$ cat config.mk
export PLATFORM = sky130hd
export DESIGN_NAME = imm_extend_pipe_flat
export DESIGN_NICKNAME = d
export VERILOG_FILES = /design/src/rtl/imm_extend_pipe_if.sv /design/src/rtl/imm_extend_pipe.sv /design/src/flat_wrapper.sv
export SDC_FILE = /design/constraint.sdc
export NUM_CORES = 1
export LEC_CHECK = 0
export CAP_MARGIN = 20
export CORE_UTILIZATION = 44
export CTS_CLUSTER_SIZE = 25
export DETAILED_ROUTE_END_ITERATION = 10
export PLACE_DENSITY = 0.95
export SYNTH_ARGS = -nofsm -noshare
export SYNTH_HDL_FRONTEND = slang
export SYNTH_SLANG_ARGS = --single-unit
$ cat constraint.sdc
create_clock -name i_clk -period 2.93 [get_ports i_clk]
set_input_delay 0.4395 -clock i_clk [delete_from_list [all_inputs] [get_ports i_clk]]
set_output_delay 0.4395 -clock i_clk [all_outputs]
set_load 0.01 [all_outputs]
$ cat src/rtl/imm_extend_pipe_if.sv
// Handshake bundle between the decode stage, imm_extend_pipe and the execute stage.
// Optional o_noimm wire exists only when IMMEXT_NOIMM_FLAG_EN is defined.
interface imm_extend_pipe_if #(
    parameter int XLEN = 32
);
    logic            i_valid;
    logic            o_ready;
    logic [XLEN-1:0] i_instr;
    logic [1:0]      i_immsrc;
    logic            o_valid;
    logic            i_ready;
    logic [XLEN-1:0] o_immext;
`ifdef IMMEXT_NOIMM_FLAG_EN
    logic            o_noimm;
`endif

    // Block side: consumes instructions, produces immediates.
    modport slave (
        input  i_valid, i_instr, i_immsrc, i_ready,
        output o_ready, o_valid, o_immext
`ifdef IMMEXT_NOIMM_FLAG_EN
        , output o_noimm
`endif
    );

    // Environment side: drives instructions and downstream ready.
    modport master (
        output i_valid, i_instr, i_immsrc, i_ready,
        input  o_ready, o_valid, o_immext
`ifdef IMMEXT_NOIMM_FLAG_EN
        , input  o_noimm
`endif
    );
endinterface

$ cat src/rtl/imm_extend_pipe.sv
// Registered RISC-V immediate extender with a 2-entry skid buffer (main + skid).
// Define IMMEXT_NOIMM_FLAG_EN to carry an o_noimm flag alongside each beat.
module imm_extend_pipe #(
    parameter int XLEN = 32
) (
    input  logic               i_clk,
    input  logic               i_rst,
    imm_extend_pipe_if.slave   bus
);

    if (XLEN != 32) begin : g_bad_xlen
        $error("imm_extend_pipe: only XLEN=32 is supported");
    end

    typedef enum logic [1:0] {
        EMPTY = 2'd0,
        ONE   = 2'd1,
        FULL  = 2'd2
    } state_t;

    state_t          state;
    state_t          state_next;
    logic            ready_q;
    logic            valid_q;
    logic            load_main;
    logic            load_skid;
    logic            main_from_skid;
    logic            accept;
    logic            send;
    logic [XLEN-1:0] ext_imm;
    logic [XLEN-1:0] main_imm;
    logic [XLEN-1:0] skid_imm;
    logic            unused_instr_bits;

    // Opcode bits never contribute to the immediate.
    assign unused_instr_bits = ^bus.i_instr[6:0];

    assign accept = bus.i_valid & ready_q;
    assign send   = valid_q & bus.i_ready;

    always_comb begin
        // NOTE: every output of a combinational block gets a default first so no latch is inferred.
        ext_imm = '0;
        case (bus.i_immsrc)
            2'b00:   ext_imm = {{(XLEN-12){bus.i_instr[31]}}, bus.i_instr[31:20]};
            2'b01:   ext_imm = {{(XLEN-12){bus.i_instr[31]}}, bus.i_instr[31:25],
                                bus.i_instr[11:7]};
            2'b10:   ext_imm = {{(XLEN-13){bus.i_instr[31]}}, bus.i_instr[31], bus.i_instr[7],
                                bus.i_instr[30:25], bus.i_instr[11:8], 1'b0};
            default: ext_imm = '0;
        endcase
    end

    always_comb begin
        state_next     = state;
        load_main      = 1'b0;
        load_skid      = 1'b0;
        main_from_skid = 1'b0;
        case (state)
            EMPTY: begin
                if (accept) begin
                    state_next = ONE;
                    load_main  = 1'b1;
                end
            end
            ONE: begin
                if (accept && send) begin
                    load_main = 1'b1;
                end else if (accept) begin
                    state_next = FULL;
                    load_skid  = 1'b1;
                end else if (send) begin
                    state_next = EMPTY;
                end
            end
            FULL: begin
                if (send) begin
                    state_next     = ONE;
                    main_from_skid = 1'b1;
                end
            end
            default: state_next = EMPTY;
        endcase
    end

    // Handshake flags are flops so o_ready never sees i_ready combinationally.
    always_ff @(posedge i_clk) begin
        // NOTE: sequential state uses non-blocking assignments so every flop samples pre-edge values.
        if (i_rst) begin
            state   <= EMPTY;
            ready_q <= 1'b1;
            valid_q <= 1'b0;
        end else begin
            state   <= state_next;
            ready_q <= (state_next != FULL);
            valid_q <= (state_next != EMPTY);
        end
    end

    always_ff @(posedge i_clk) begin
        if (i_rst) begin
            main_imm <= '0;
        end else if (load_main) begin
            main_imm <= ext_imm;
        end else if (main_from_skid) begin
            main_imm <= skid_imm;
        end
    end

    // NOTE: the skid entry is storage only; it is never read while the state says it is empty, so it needs no reset.
    always_ff @(posedge i_clk) begin
        if (load_skid) begin
            skid_imm <= ext_imm;
        end
    end

`ifdef IMMEXT_NOIMM_FLAG_EN
    logic ext_noimm;
    logic main_noimm;
    logic skid_noimm;

    assign ext_noimm = (bus.i_immsrc == 2'b11);

    always_ff @(posedge i_clk) begin
        if (i_rst) begin
            main_noimm <= 1'b0;
        end else if (load_main) begin
            main_noimm <= ext_noimm;
        end else if (main_from_skid) begin
            main_noimm <= skid_noimm;
        end
    end

    always_ff @(posedge i_clk) begin
        if (load_skid) begin
            skid_noimm <= ext_noimm;
        end
    end

    assign bus.o_noimm = main_noimm;
`endif

    assign bus.o_ready  = ready_q;
    assign bus.o_valid  = valid_q;
    assign bus.o_immext = main_imm;

endmodule

$ cat src/flat_wrapper.sv
// flat-port wrapper written by rule: the top's interface ports become plain ports
module imm_extend_pipe_flat 
#(
    parameter int XLEN = 32
)
  (i_clk, i_rst, bus_i_valid, bus_i_instr, bus_i_immsrc, bus_i_ready, bus_o_ready, bus_o_valid, bus_o_immext);
  imm_extend_pipe_if #(.XLEN(XLEN)) bus_i ();
  input  logic i_clk;
  input  logic i_rst;
  input wire logic [$bits(bus_i.i_valid)-1:0] bus_i_valid;
  input wire logic [$bits(bus_i.i_instr)-1:0] bus_i_instr;
  input wire logic [$bits(bus_i.i_immsrc)-1:0] bus_i_immsrc;
  input wire logic [$bits(bus_i.i_ready)-1:0] bus_i_ready;
  output wire logic [$bits(bus_i.o_ready)-1:0] bus_o_ready;
  output wire logic [$bits(bus_i.o_valid)-1:0] bus_o_valid;
  output wire logic [$bits(bus_i.o_immext)-1:0] bus_o_immext;
  assign bus_i.i_valid = bus_i_valid;
  assign bus_i.i_instr = bus_i_instr;
  assign bus_i.i_immsrc = bus_i_immsrc;
  assign bus_i.i_ready = bus_i_ready;
  assign bus_o_ready = bus_i.o_ready;
  assign bus_o_valid = bus_i.o_valid;
  assign bus_o_immext = bus_i.o_immext;
  imm_extend_pipe #(.XLEN(XLEN)) u_core (.i_clk(i_clk), .i_rst(i_rst), .bus(bus_i));
endmodule
==> metrics.md <==
| Metric | Value |
|---|---|
| Status | completed |
| Synth Register Bits | 30 |
| CP Launch Point | u_core.bus.o_immext[30] |
| Synth top area cells | edfxtp_1 (25%), dfxtp_1 (22%), buf_4 (9.7%) |
| EDFF count, synth | 13 |
| Final Cycle Share | 70.81% |
| Vias in the first global route | 1237 |
| Vias per inst | 5.222 |
| Tot Pwr | 1.059 mW |
| Setup_tns | 0 ns |
| FILL cells | 299 |
| First drt pass iteration count | 4 |
| Top cell type's share of synthesized area | 25.32% |
| Worst skew pair latency | 0.32 ns |
| Gr usage total | 19.69% |
| Antenna violations before repair | 0 |
| Die width | 61.19 um |
| Reg2reg setup slack | 1.27 ns |
| Synth Instances | 149 |
| Clk slew on worst S/H paths | 0.09 ns |
| Worst EP arrival | 1.64 ns |
| Min-delay worst type | register to register |
| GPL Wtd Cong | 0.7890 |
| First-pass GRT wire length | 5.188 mm |
| Fin. max-slew vios | 0 |
| Hold-fix buffers, CTS | 0 |
| Max clock buf depth | 2 |
| Crit-path cells | clkdlybuf4s50_1 |
| Die H | 61.19 um |
| Multi-input gate area | 566.8 sq um |
| Core Box Area | 3337 sq um |
| R2r endpoint | u_core.skid_imm[7] |
| # resized after CTS | 0 |
| Worst R2R Path Depth | 3 |
| Largest net degree at the start of global routing | 22 |
| Crit. path cell count | 1 |
| Worst Path Buf+Inv | 1 |
| H-tree Lvls | 2 |
| Synth area leader | edfxtp_1 |
| CTS tree | built |
| Sequential cell area | 730.7 sq um |
| Final setup viols | 0 |
| Cell Rows | 21 |
| PwrDens | 524.3 nW/um^2 |
| Post-Syn Nets | 187 |
| WP data required | 2.49 ns |
| Drt wl/cell | 13.64 um |
| Fraction of registers with async set/reset | 0% |
| Routed WL | 3.191 mm |
| Fin nets | 225 |
| Antenna-violating nets left | 0 |
| N_diodes | 0 |
| Root Driver | clkbuf_4 |
| Actual slew at the worst max-slew pin | 0.5782 ns |
| Worst stage delay on the critical path | 0.66 ns |
| Mapped cell area | 1541 sq um |
| Worst rel slew slack | 61.33% |
| Dpl hpwl | 2.350 mm |
| Avg Cell Area, Syn | 10.35 sq um |
| Commonest cells post-synth | buf_4 (20), dfxtp_1 (17), edfxtp_1 (13) |
| IO Port Bufs | 56 |
| Grt ovf | 0 |
| Most frequent cell after synthesis | buf_4 |
| CTS sink count | 30 |
| Dominant synthesized flop cell | dfxtp_1 |
| Layout cell share with drive strength beyond 1 | 6.383% |
| CP startpoint kind | register |
| Clock skew | 0.007497 ns |
| CP max-delay cell | dfxtp_1 |
| DRC | 0 |
| Sequential element share of the synthesized area | 47.40% |
| P&R area growth vs syn | 31.09% |
| IO Pins | 72 |
| Max Freq | 482.0 MHz |
| Post-CTS Setup Inserts | 0 |
| Synth Warn # | 0 |
| Unrepaired setup endpoints after global routing | false |
| Critical path type | register to output pin |
| Fin. Hold Viols | 0 |
| Post-synth cell types | 37 |
| Via count | 1222 |
| Lkg Pwr | 0.7432 nW |
| Crit path to | bus_o_immext[17] |
| Tmin final | 2.075 ns |
| Initial Utilization | 46.19% |
| Crit path max fanout | 21 |
| Crit path max-delay family | flip-flops |
| Crit end category | output pin |
| Max-cap viol count | 0 |
| Starting DRT DRC Count | 25 |
| Num CTS Buffers | 5 |
| Die area | 3744 sq um |
| Peak supply drop | 0.2546 mV |
| Critical R2R Launch | u_core.state[1] |
## area by class of cell
cell class / count / share of cell area, %
Clock buffer: 8 / 2.415
Inverter: 11 / 2.043
Sequential cell: 30 / 36.16
Timing Repair Buffer: 58 / 28.48
Tap cell: 46 / 2.848
Multi-Input combinational cell: 81 / 28.05
## placed cells by master, fill, tap and decap left out, types with 4 or more instances in the layout
master	n
a21boi_0	4
a21boi_1	4
a21oi_1	6
a221oi_1	5
a2bb2oi_1	4
a311oi_1	4
clkbuf_4	5
clkdlybuf4s50_1	56
dfxtp_1	17
edfxtp_1	13
inv_1	11
mux2i_1	6
nand2_1	11
nor3_1	5
o21ai_0	5
## cells by family after synthesis
kind of cell | Yosys count | share of synthesized area (%)
AOI/OAI and AO/OA | 45 | 22.24
buffers and inverters | 38 | 15.83
DFF | 30 | 47.40
muxes | 6 | 3.896
and+or+nand+nor | 30 | 10.63
## metrics by stage
| step | setup slack, ns | area (sq um) | utilization [%] | instances | hold slack [ns] |
|---|---|---|---|---|---|
| floorplan | 1.225 | 1541 | - | 149 | 0.4824 |
| global placement | 0.8579 | 1972 | 59.09 | 226 | 0.4557 |
| detailed placement | 0.7846 | 1972 | 59.09 | 226 | 0.4618 |
| CTS | 0.8023 | 2021 | 60.55 | 234 | 0.4765 |
| global route | 0.7080 | 2021 | 60.55 | 234 | 0.5052 |
| finish | 0.8551 | 2021 | 60.55 | 234 | 0.4723 |
## worst register-to-register path, stage by stage (launching register included)
cell and delay, ns:
dfxtp_1 0.38, nand3b_1 0.39, nor2_1 0.33, buf_4 0.25
## report_power, final
part	leakage (nW)	internal, mW	switching [mW]
Sequential	0.260	0.481	0.0320
Clock	0.0265	0.0955	0.132
Combinational	0.456	0.181	0.138
## registers in the layout, indices dropped and copies added, names as in the netlist
name and count:
u_core.state 2, u_core.skid_imm 13, u_core.bus.o_immext 13, u_core.bus.o_valid 1, u_core.bus.o_ready 1
## routing by layer
metal	vias up	track usage, %	share of wire (%)
li1	608	-	-
met4	0	10.06	1.1
met3	2	5.882	6.1
met1	558	20.61	41
met5	-	0	0
met2	54	35.56	51
## how the worst min path moves through the flow
stage	startpoint	to	slack [ns]	cells after the start
after floorplan	u_core.skid_imm[10]	u_core.bus.o_immext[10]	0.48	2
after global placement	u_core.bus.o_immext[2]	u_core.bus.o_immext[2]	0.46	2
after detailed placement	u_core.bus.o_immext[4]	u_core.bus.o_immext[4]	0.46	2
after CTS	u_core.bus.o_immext[4]	u_core.bus.o_immext[4]	0.48	2
after global routing	u_core.bus.o_immext[4]	u_core.bus.o_immext[4]	0.51	2
final	u_core.bus.o_immext[4]	u_core.bus.o_immext[4]	0.47	2
No activity file was read; power rests on OpenSTA's default activity.
